### src/rtl/serial_subtractor_pkg.sv
// serial_subtractor_pkg: FSM state encodings and counter-width helper shared by the bit-serial subtractor
package serial_subtractor_pkg;
  typedef enum logic [1:0] {ST_IDLE = 2'd0, ST_RUN = 2'd1, ST_DONE = 2'd2} state_t;
  function automatic int cnt_w(input int w);
    return (w > 1) ? $clog2(w) : 1;
  endfunction
endpackage

### src/rtl/serial_subtractor_fullsubtractor.sv
// serial_subtractor_fullsubtractor: 1-bit borrow cell, ports A,B,Bin in; D,Bout out
module serial_subtractor_fullsubtractor (
  input  logic A,
  input  logic B,
  input  logic Bin,
  output logic D,
  output logic Bout
);
  assign D    = A ^ B ^ Bin;
  assign Bout = (~A & B) | (~(A ^ B) & Bin);
endmodule

### src/rtl/serial_subtractor.sv
// serial_subtractor: LSB-first bit-serial Diff=A-B-Bin; ports CLK,RST,Start,A,B,Bin in; Ready,Busy,Done,Diff,Bout (+Ovf with SERIAL_SUB_OVF_EN) out
module serial_subtractor
  import serial_subtractor_pkg::*;
#(
  parameter int WIDTH = 4
) (
  input  logic             CLK,
  input  logic             RST,
  input  logic             Start,
  input  logic [WIDTH-1:0] A,
  input  logic [WIDTH-1:0] B,
  input  logic             Bin,
  output logic             Ready,
  output logic             Busy,
  output logic             Done,
  output logic [WIDTH-1:0] Diff,
`ifdef SERIAL_SUB_OVF_EN
  output logic             Ovf,
`endif
  output logic             Bout
);
  localparam int CW = cnt_w(WIDTH);
  state_t           r_state, w_next;
  logic [WIDTH-1:0] r_sha, r_shb, r_diff;
  logic [WIDTH-2:0] r_shd;
  logic [WIDTH-1:0] w_shd;
  logic [CW-1:0]    r_cnt;
  logic             r_brw, r_bout, w_d, w_bo, w_accept, w_last;
  serial_subtractor_fullsubtractor u_fs (
    .A(r_sha[0]), .B(r_shb[0]), .Bin(r_brw), .D(w_d), .Bout(w_bo)
  );
  assign w_accept = Start & (r_state != ST_RUN);
  assign w_last   = (r_state == ST_RUN) && (r_cnt == CW'(WIDTH - 1));
  // partial difference with the current bit placed at the MSB
  assign w_shd    = {w_d, r_shd};
  always_comb begin
    w_next = w_accept ? ST_RUN : (r_state == ST_RUN) ? (w_last ? ST_DONE : ST_RUN) : ST_IDLE;
  end
  assign Ready = (r_state != ST_RUN);
  assign Busy  = (r_state == ST_RUN);
  assign Done  = (r_state == ST_DONE);
  assign Diff  = r_diff;
  assign Bout  = r_bout;
  always_ff @(posedge CLK) begin
    if (RST) begin
      r_state <= ST_IDLE;
      r_sha   <= '0;
      r_shb   <= '0;
      r_shd   <= '0;
      r_cnt   <= '0;
      r_brw   <= 1'b0;
      r_diff  <= '0;
      r_bout  <= 1'b0;
    end else begin
      r_state <= w_next;
      if (w_accept) begin
        r_sha <= A;
        r_shb <= B;
        r_brw <= Bin;
        r_cnt <= '0;
      end else if (r_state == ST_RUN) begin
        r_sha <= {1'b0, r_sha[WIDTH-1:1]};
        r_shb <= {1'b0, r_shb[WIDTH-1:1]};
        r_shd <= w_shd[WIDTH-1:1];
        r_brw <= w_bo;
        r_cnt <= r_cnt + CW'(1);
        if (w_last) begin
          r_diff <= w_shd;
          r_bout <= w_bo;
        end
      end
    end
  end
`ifdef SERIAL_SUB_OVF_EN
  logic r_amsb, r_bmsb, r_ovf;
  assign Ovf = r_ovf;
  always_ff @(posedge CLK) begin
    if (RST) begin
      r_amsb <= 1'b0;
      r_bmsb <= 1'b0;
      r_ovf  <= 1'b0;
    end else begin
      if (w_accept) begin
        r_amsb <= A[WIDTH-1];
        r_bmsb <= B[WIDTH-1];
      end
      if (w_last) r_ovf <= (r_amsb ^ r_bmsb) & (r_amsb ^ w_d);
    end
  end
`endif
endmodule

### config.mk
export PLATFORM = sky130hd
export DESIGN_NAME = serial_subtractor
export DESIGN_NICKNAME = d
export VERILOG_FILES = /design/src/rtl/serial_subtractor_pkg.sv /design/src/rtl/serial_subtractor_fullsubtractor.sv /design/src/rtl/serial_subtractor.sv
export SDC_FILE = /design/constraint.sdc
export NUM_CORES = 1
export LEC_CHECK = 0
export CAP_MARGIN = 20
export CORE_ASPECT_RATIO = 1.25
export CORE_UTILIZATION = 48
export DETAILED_ROUTE_END_ITERATION = 6
export MAX_ROUTING_LAYER = met4
export PLACE_DENSITY = 0.77
export RECOVER_POWER = 25
export SLEW_MARGIN = 20
export SYNTH_ARGS = -nofsm -noshare
export SYNTH_HDL_FRONTEND = slang
export SYNTH_HIERARCHICAL = 1
export SYNTH_SLANG_ARGS = --single-unit
### constraint.sdc
create_clock -name CLK -period 1.91 [get_ports CLK]
set_input_delay 0.191 -clock CLK [delete_from_list [all_inputs] [get_ports CLK]]
set_output_delay 0.191 -clock CLK [all_outputs]
set_load 0.05 [all_outputs]
# Yosys cells after proc, flatten, opt, wreduce, memory -nomap -nowiden
# Cells that the tools add are included.
op_classes:
  mux: 9
  n_reduce_logical: 6
  eq_ne: 4
  addsub: 1
  n_bitwise: 10
ops:
  columns: ["cell", "n"]
  rows:
  - ["$mux W4", 4]
  - ["$eq A2 B2 Y1 const B", 2]
  - ["$mux W1", 4]
  - ["$not A1 Y1", 4]
  - ["$and A1 B1 Y1", 3]
  - ["$reduce_and A3 Y1", 1]
  - ["$reduce_or A3 Y1", 1]
  - ["$add A2 B1 Y2 const B", 1]
  - ["$eq A2 B1 Y1 const B", 1]
  - ["$mux W2", 1]
  - ["$ne A2 B1 Y1 const B", 1]
  - ["$reduce_and A2 Y1", 1]
  - ["$reduce_bool A2 Y1", 1]
  - ["$reduce_or A2 Y1", 1]
  - ["$xor A1 B1 Y1", 2]
  - ["$logic_and A1 B1 Y1", 1]
  - ["$or A1 B1 Y1", 1]
word_totals:
  input_bits: 12
  register_bits: 21
  elab_cells: 39
  output_inout_bits: 8

# Longest topological paths before layout
logic_depth:
  ltp_word: 6
  ltp_mapped: 5
  depth_no_buf: 5

# Hierarchy
# Netlist, hierarchy kept.
modules_own_cells:
  columns: ["module", "instances", "seq_area_each_um2", "area_per_inst_um2", "cells_per_inst"]
  rows:
  - ["serial_subtractor", 1, 420.4, 889.6, 91]
  - ["serial_subtractor_fullsubtractor", 1, 0.0, 31.3, 4]

# Least setup slack after synthesis
# OpenSTA, ideal clock, no wires.
synth_path:
  kind: "reg2reg"
  start: "register r_shb[0]"
  end: "register r_diff[3], in the netlist Diff[3]"
  synth_period_minus_slack_ps: 1096
  n_path_buf: 0
  setup_slack_ps: 814
  path_stages_with_launch: 5
  required_ps: 1840
  setup_ps: 70
  arrival_time_ps: 1026
  path_cell_list: "dfxtp_1 -> inv_1 -> fa_1 -> nand3_1 -> a21oi_1"
synth_between:
  elab_chain_cells: 2
synth_rtl:
  columns: ["item", "line_no", "rtl"]
  rows:
  - ["from (decl)", "serial_subtractor.sv:24", "logic [WIDTH-1:0] r_sha, r_shb, r_diff;"]
  - ["from (signal assigned)", "serial_subtractor.sv:63", "r_shb <= {1'b0, r_shb[WIDTH-1:1]};"]
  - ["$xor A1 B1 Y1 (2 in a row)", "serial_subtractor_fullsubtractor.sv:9", "assign D = A ^ B ^ Bin;"]
  - ["named net w_d", "serial_subtractor.sv:28", "logic r_brw, r_bout, w_d, w_bo, w_accept, w_last;"]
  - ["to (signal assigned)", "serial_subtractor.sv:68", "r_diff <= w_shd;"]
  - ["to (decl)", "serial_subtractor.sv:24", null]
# The timed path passes the listed nets, and every way through them passes these cells.
# A chain may end at the register's enable or synchronous reset.

# Final worst setup path
layout_path:
  start: "register r_state[1]"
  end: "output port Done"
layout_between:
  elab_chain_cells: 1
layout_rtl:
  columns: ["item", "line_no", "rtl"]
  rows:
  - ["from (decl)", "serial_subtractor.sv:23", "state_t r_state, w_next;"]
  - ["from (signal assigned)", "serial_subtractor.sv:55", "r_state <= w_next;"]
  - ["$eq A2 B2 Y1", "serial_subtractor.sv:41", "assign Done = (r_state == ST_DONE);"]
  - ["to (decl)", "serial_subtractor.sv:15", "output logic Done,"]
# No other way between the ends.

==> results.sh <==
export IMPL_status="complete, no violations"
export IMPL_synth_top_cell_by_area="dfxtp_1"
export IMPL_max_freq_mhz=550
export IMPL_power_frac_comb_pct=18.4
export IMPL_postRouteWirelength_um=1460
export IMPL_tightestPinTransition_ns=0.758
export IMPL_initial_utilization_pct=51.5
export IMPL_nNetsFinal=131
export IMPL_ant_nets=0
export IMPL_crit_arrival_ns=1.63
export IMPL_hold_class="flip-flop to flip-flop"
export IMPL_clock_latency_ns=0.29
export IMPL_use_met2_pct=25.8
export IMPL_gp_congestion=0.711
export IMPL_antenna_cells=0
export IMPL_synth_distinct_cells=20
export IMPL_vias_per_cell=5.17
export IMPL_setup_violations=0
export IMPL_vias=698
export IMPL_switchingPower_mw=0.212
export IMPL_port_buffers=19
export IMPL_final_cell_mix="dfxtp_1, clkdlybuf4s50_1, nand2_1"
export IMPL_crit_chain="and2b_1 > clkdlybuf4s50_1"
export IMPL_cts_hold_fix_buffers=0
export IMPL_intPower_mw=0.616
export IMPL_layout_commonest_cell="dfxtp_1"
export IMPL_cts_sinks=21
export IMPL_cts_buffers=3
export IMPL_sequentialPowerShare_pct=57.4
export IMPL_avgRoutedWirePerCell_um=10.8
export IMPL_async_reset_ff_share_pct=0
export IMPL_max_stage_delay_ns=0.79
export IMPL_crit_fanout=3
export IMPL_clk_pin_slew_worst_paths_ns=0.11
export IMPL_drc_errors=0
export IMPL_hold_viol=0
export IMPL_ys_seq_area_share_pct=45.7
export IMPL_ir_drop_uv=460
export IMPL_synth_edff_count=0
export IMPL_synth_net_count=109
export IMPL_clock_path_buffers=2
export IMPL_ctsResizeCount=0
export IMPL_finalSetupTns_ns=0
export IMPL_synthFlopType="dfxtp_1"
export IMPL_cts_root_buf="clkbuf_4"
export IMPL_rows=17
export IMPL_criticalPathCategory="flip-flop to primary output"
export IMPL_syn2layout_area_growth_pct=24.7
export IMPL_synthCells=95
export IMPL_rsz0062_at_grt="no"
export IMPL_leakagePower_nw=0.452
export IMPL_die_w_um=41.2
export IMPL_dp_hpwl_um=1070
export IMPL_grt_pass1_vias=591
export IMPL_die_area_um2=2100
export IMPL_clkPwrFrac_pct=24.3
export IMPL_crit_buf_inv=1
export IMPL_drv_slew=0
export IMPL_synth_area_leaders="dfxtp_1, mux2i_1, a211oi_2, a21oi_1, nand2_1"
export IMPL_fin_util_pct=64.3
export IMPL_p_per_area_nw_per_um2=721
export IMPL_synth_warnings=6
export IMPL_cap_viol_max_count=0
export IMPL_met1_usage_pct=22.9
export IMPL_ctsHtreeMaxLevel=1
export IMPL_globalRouteTotalUtil_pct=17.7
export IMPL_synth_avg_cell_area_um2=9.69
export IMPL_critPathTopFamily="buffers and inverters"
export IMPL_dr_first_iter_drc_count=4
export IMPL_busiest_layer="met2"
export IMPL_slew_headroom_pct=49.4
export IMPL_core_um2=1790
export IMPL_cp_required_ns=1.72
export IMPL_cp_start_kind="flip-flop"
export IMPL_drive_above_1_share_pct=14.7
export IMPL_p_sw_share_pct=25.6
export IMPL_ys_ff_latch=21
export IMPL_synth_top_area_share_pct=45.7
export IMPL_netlist_area_um2=921
export IMPL_postCtsSetupRepairBufs=0
export IMPL_boundaryPins=20
export IMPL_cp_end_kind="primary output"
export IMPL_antenna_found_initial=0
export IMPL_grt_pass1_wl_um=2520
export IMPL_cts_tree="yes"
export IMPL_clock_skew_ns=0.00652
export IMPL_die_y_um=51.0
export IMPL_grt_max_degree=22
export IMPL_post_route_period_util_pct=95.3
export IMPL_cp_slowest_cell="clkdlybuf4s50_1"
export IMPL_min_period_ns=1.82
export IMPL_dr_pass1_iters=2
export IMPL_grtUsageMet3_pct=3.91
export IMPL_overflow=0
export IMPL_finalPower_mw=0.828
metal layers:
metal	vias to the layer above	wire [um]
li1	367	-
met1	316	653
met2	13	746
met3	2	46
met4	0	14
met5	-	0
power by group through the flow:
| stage | clock network (mW) | logic [mW] | registers (mW) |
|---|---|---|---|
| 2_1_floorplan | 0 | 0.112 | 0.482 |
| 3_3_place_gp | 0 | 0.151 | 0.484 |
| 3_5_place_dp | 0 | 0.154 | 0.485 |
| 4_1_cts | 0.213 | 0.154 | 0.475 |
| 5_1_grt | 0.233 | 0.167 | 0.479 |
| 6_report | 0.201 | 0.152 | 0.475 |
worst reg2reg max path, delay by kind of cell, from the launching register on:
kind                   cells  cell delay, ns
AOI/OAI and AO/OA          1            0.22
buffers and inverters      1            0.55
DFF                        1            0.41
and+or+nand+nor            2            0.17
synth_stat cells, drive strengths merged, types with 2 or more instances:
cell    number
nand2       13
nand3        5
nand2b       2
mux2i        9
a21oi       11
nor3         2
nand3b       3
a211oi       7
buf          5
dfxtp       21
inv          4
nor2         8
cells by family after synthesis:
kind of cell             share of synthesized area, %
AND/OR/NAND/NOR                                  18.5
flip-flops                                       45.7
AO/OA/AOI/OAI                                    15.5
buffers and inverters                            7.06
multiplexers                                     9.78
adder cells (fa/ha/maj)                          3.53
layout make-up:
cell class              count  area [um2]
flip-flops and latches     21         420
multi-input cells          64         435
inverters                   4        15.0
fillers                   170         638
repair buffers             23         228
well taps                  19        23.8
clock buffers               4        26.3
through the flow:
stage / hold WS, ns / setup slack (ns) / cells / area (um2)
6_report: 0.458 / 0.0905 / 135 / 1150
5_1_grt: 0.485 / 0.0252 / 135 / 1150
4_1_cts: 0.463 / 0.0801 / 135 / 1150
3_5_place_dp: 0.447 / 0.362 / 131 / 1120
3_3_place_gp: 0.443 / 0.398 / 131 / 1120
2_1_floorplan: 0.270 / 0.814 / 95 / 921
registers in the layout, summed over array words and instances, names as in the netlist:
name     cells
r_cnt        2
r_shb        4
r_sha        4
r_brw        1
Diff         4
r_state      2
Bout         1
r_shd        3
final timing paths:
| kind | from | endpoint | slack [ns] | depth (start not counted) |
|---|---|---|---|---|
| worst min-delay path | Diff[0]$_SDFFE_PP0P_ | Diff[0]$_SDFFE_PP0P_ | 0.46 | 2 |
| worst max-delay path | r_state[1]$_SDFF_PP0_ | Done | 0.09 | 2 |
| worst min register to register | Diff[0]$_SDFFE_PP0P_ | Diff[0]$_SDFFE_PP0P_ | 0.46 | 2 |
| worst max register to register | r_state[1]$_SDFF_PP0_ | r_sha[0]$_SDFFE_PP0P_ | 0.48 | 4 |
No activity file was read; power rests on OpenSTA's default activity.
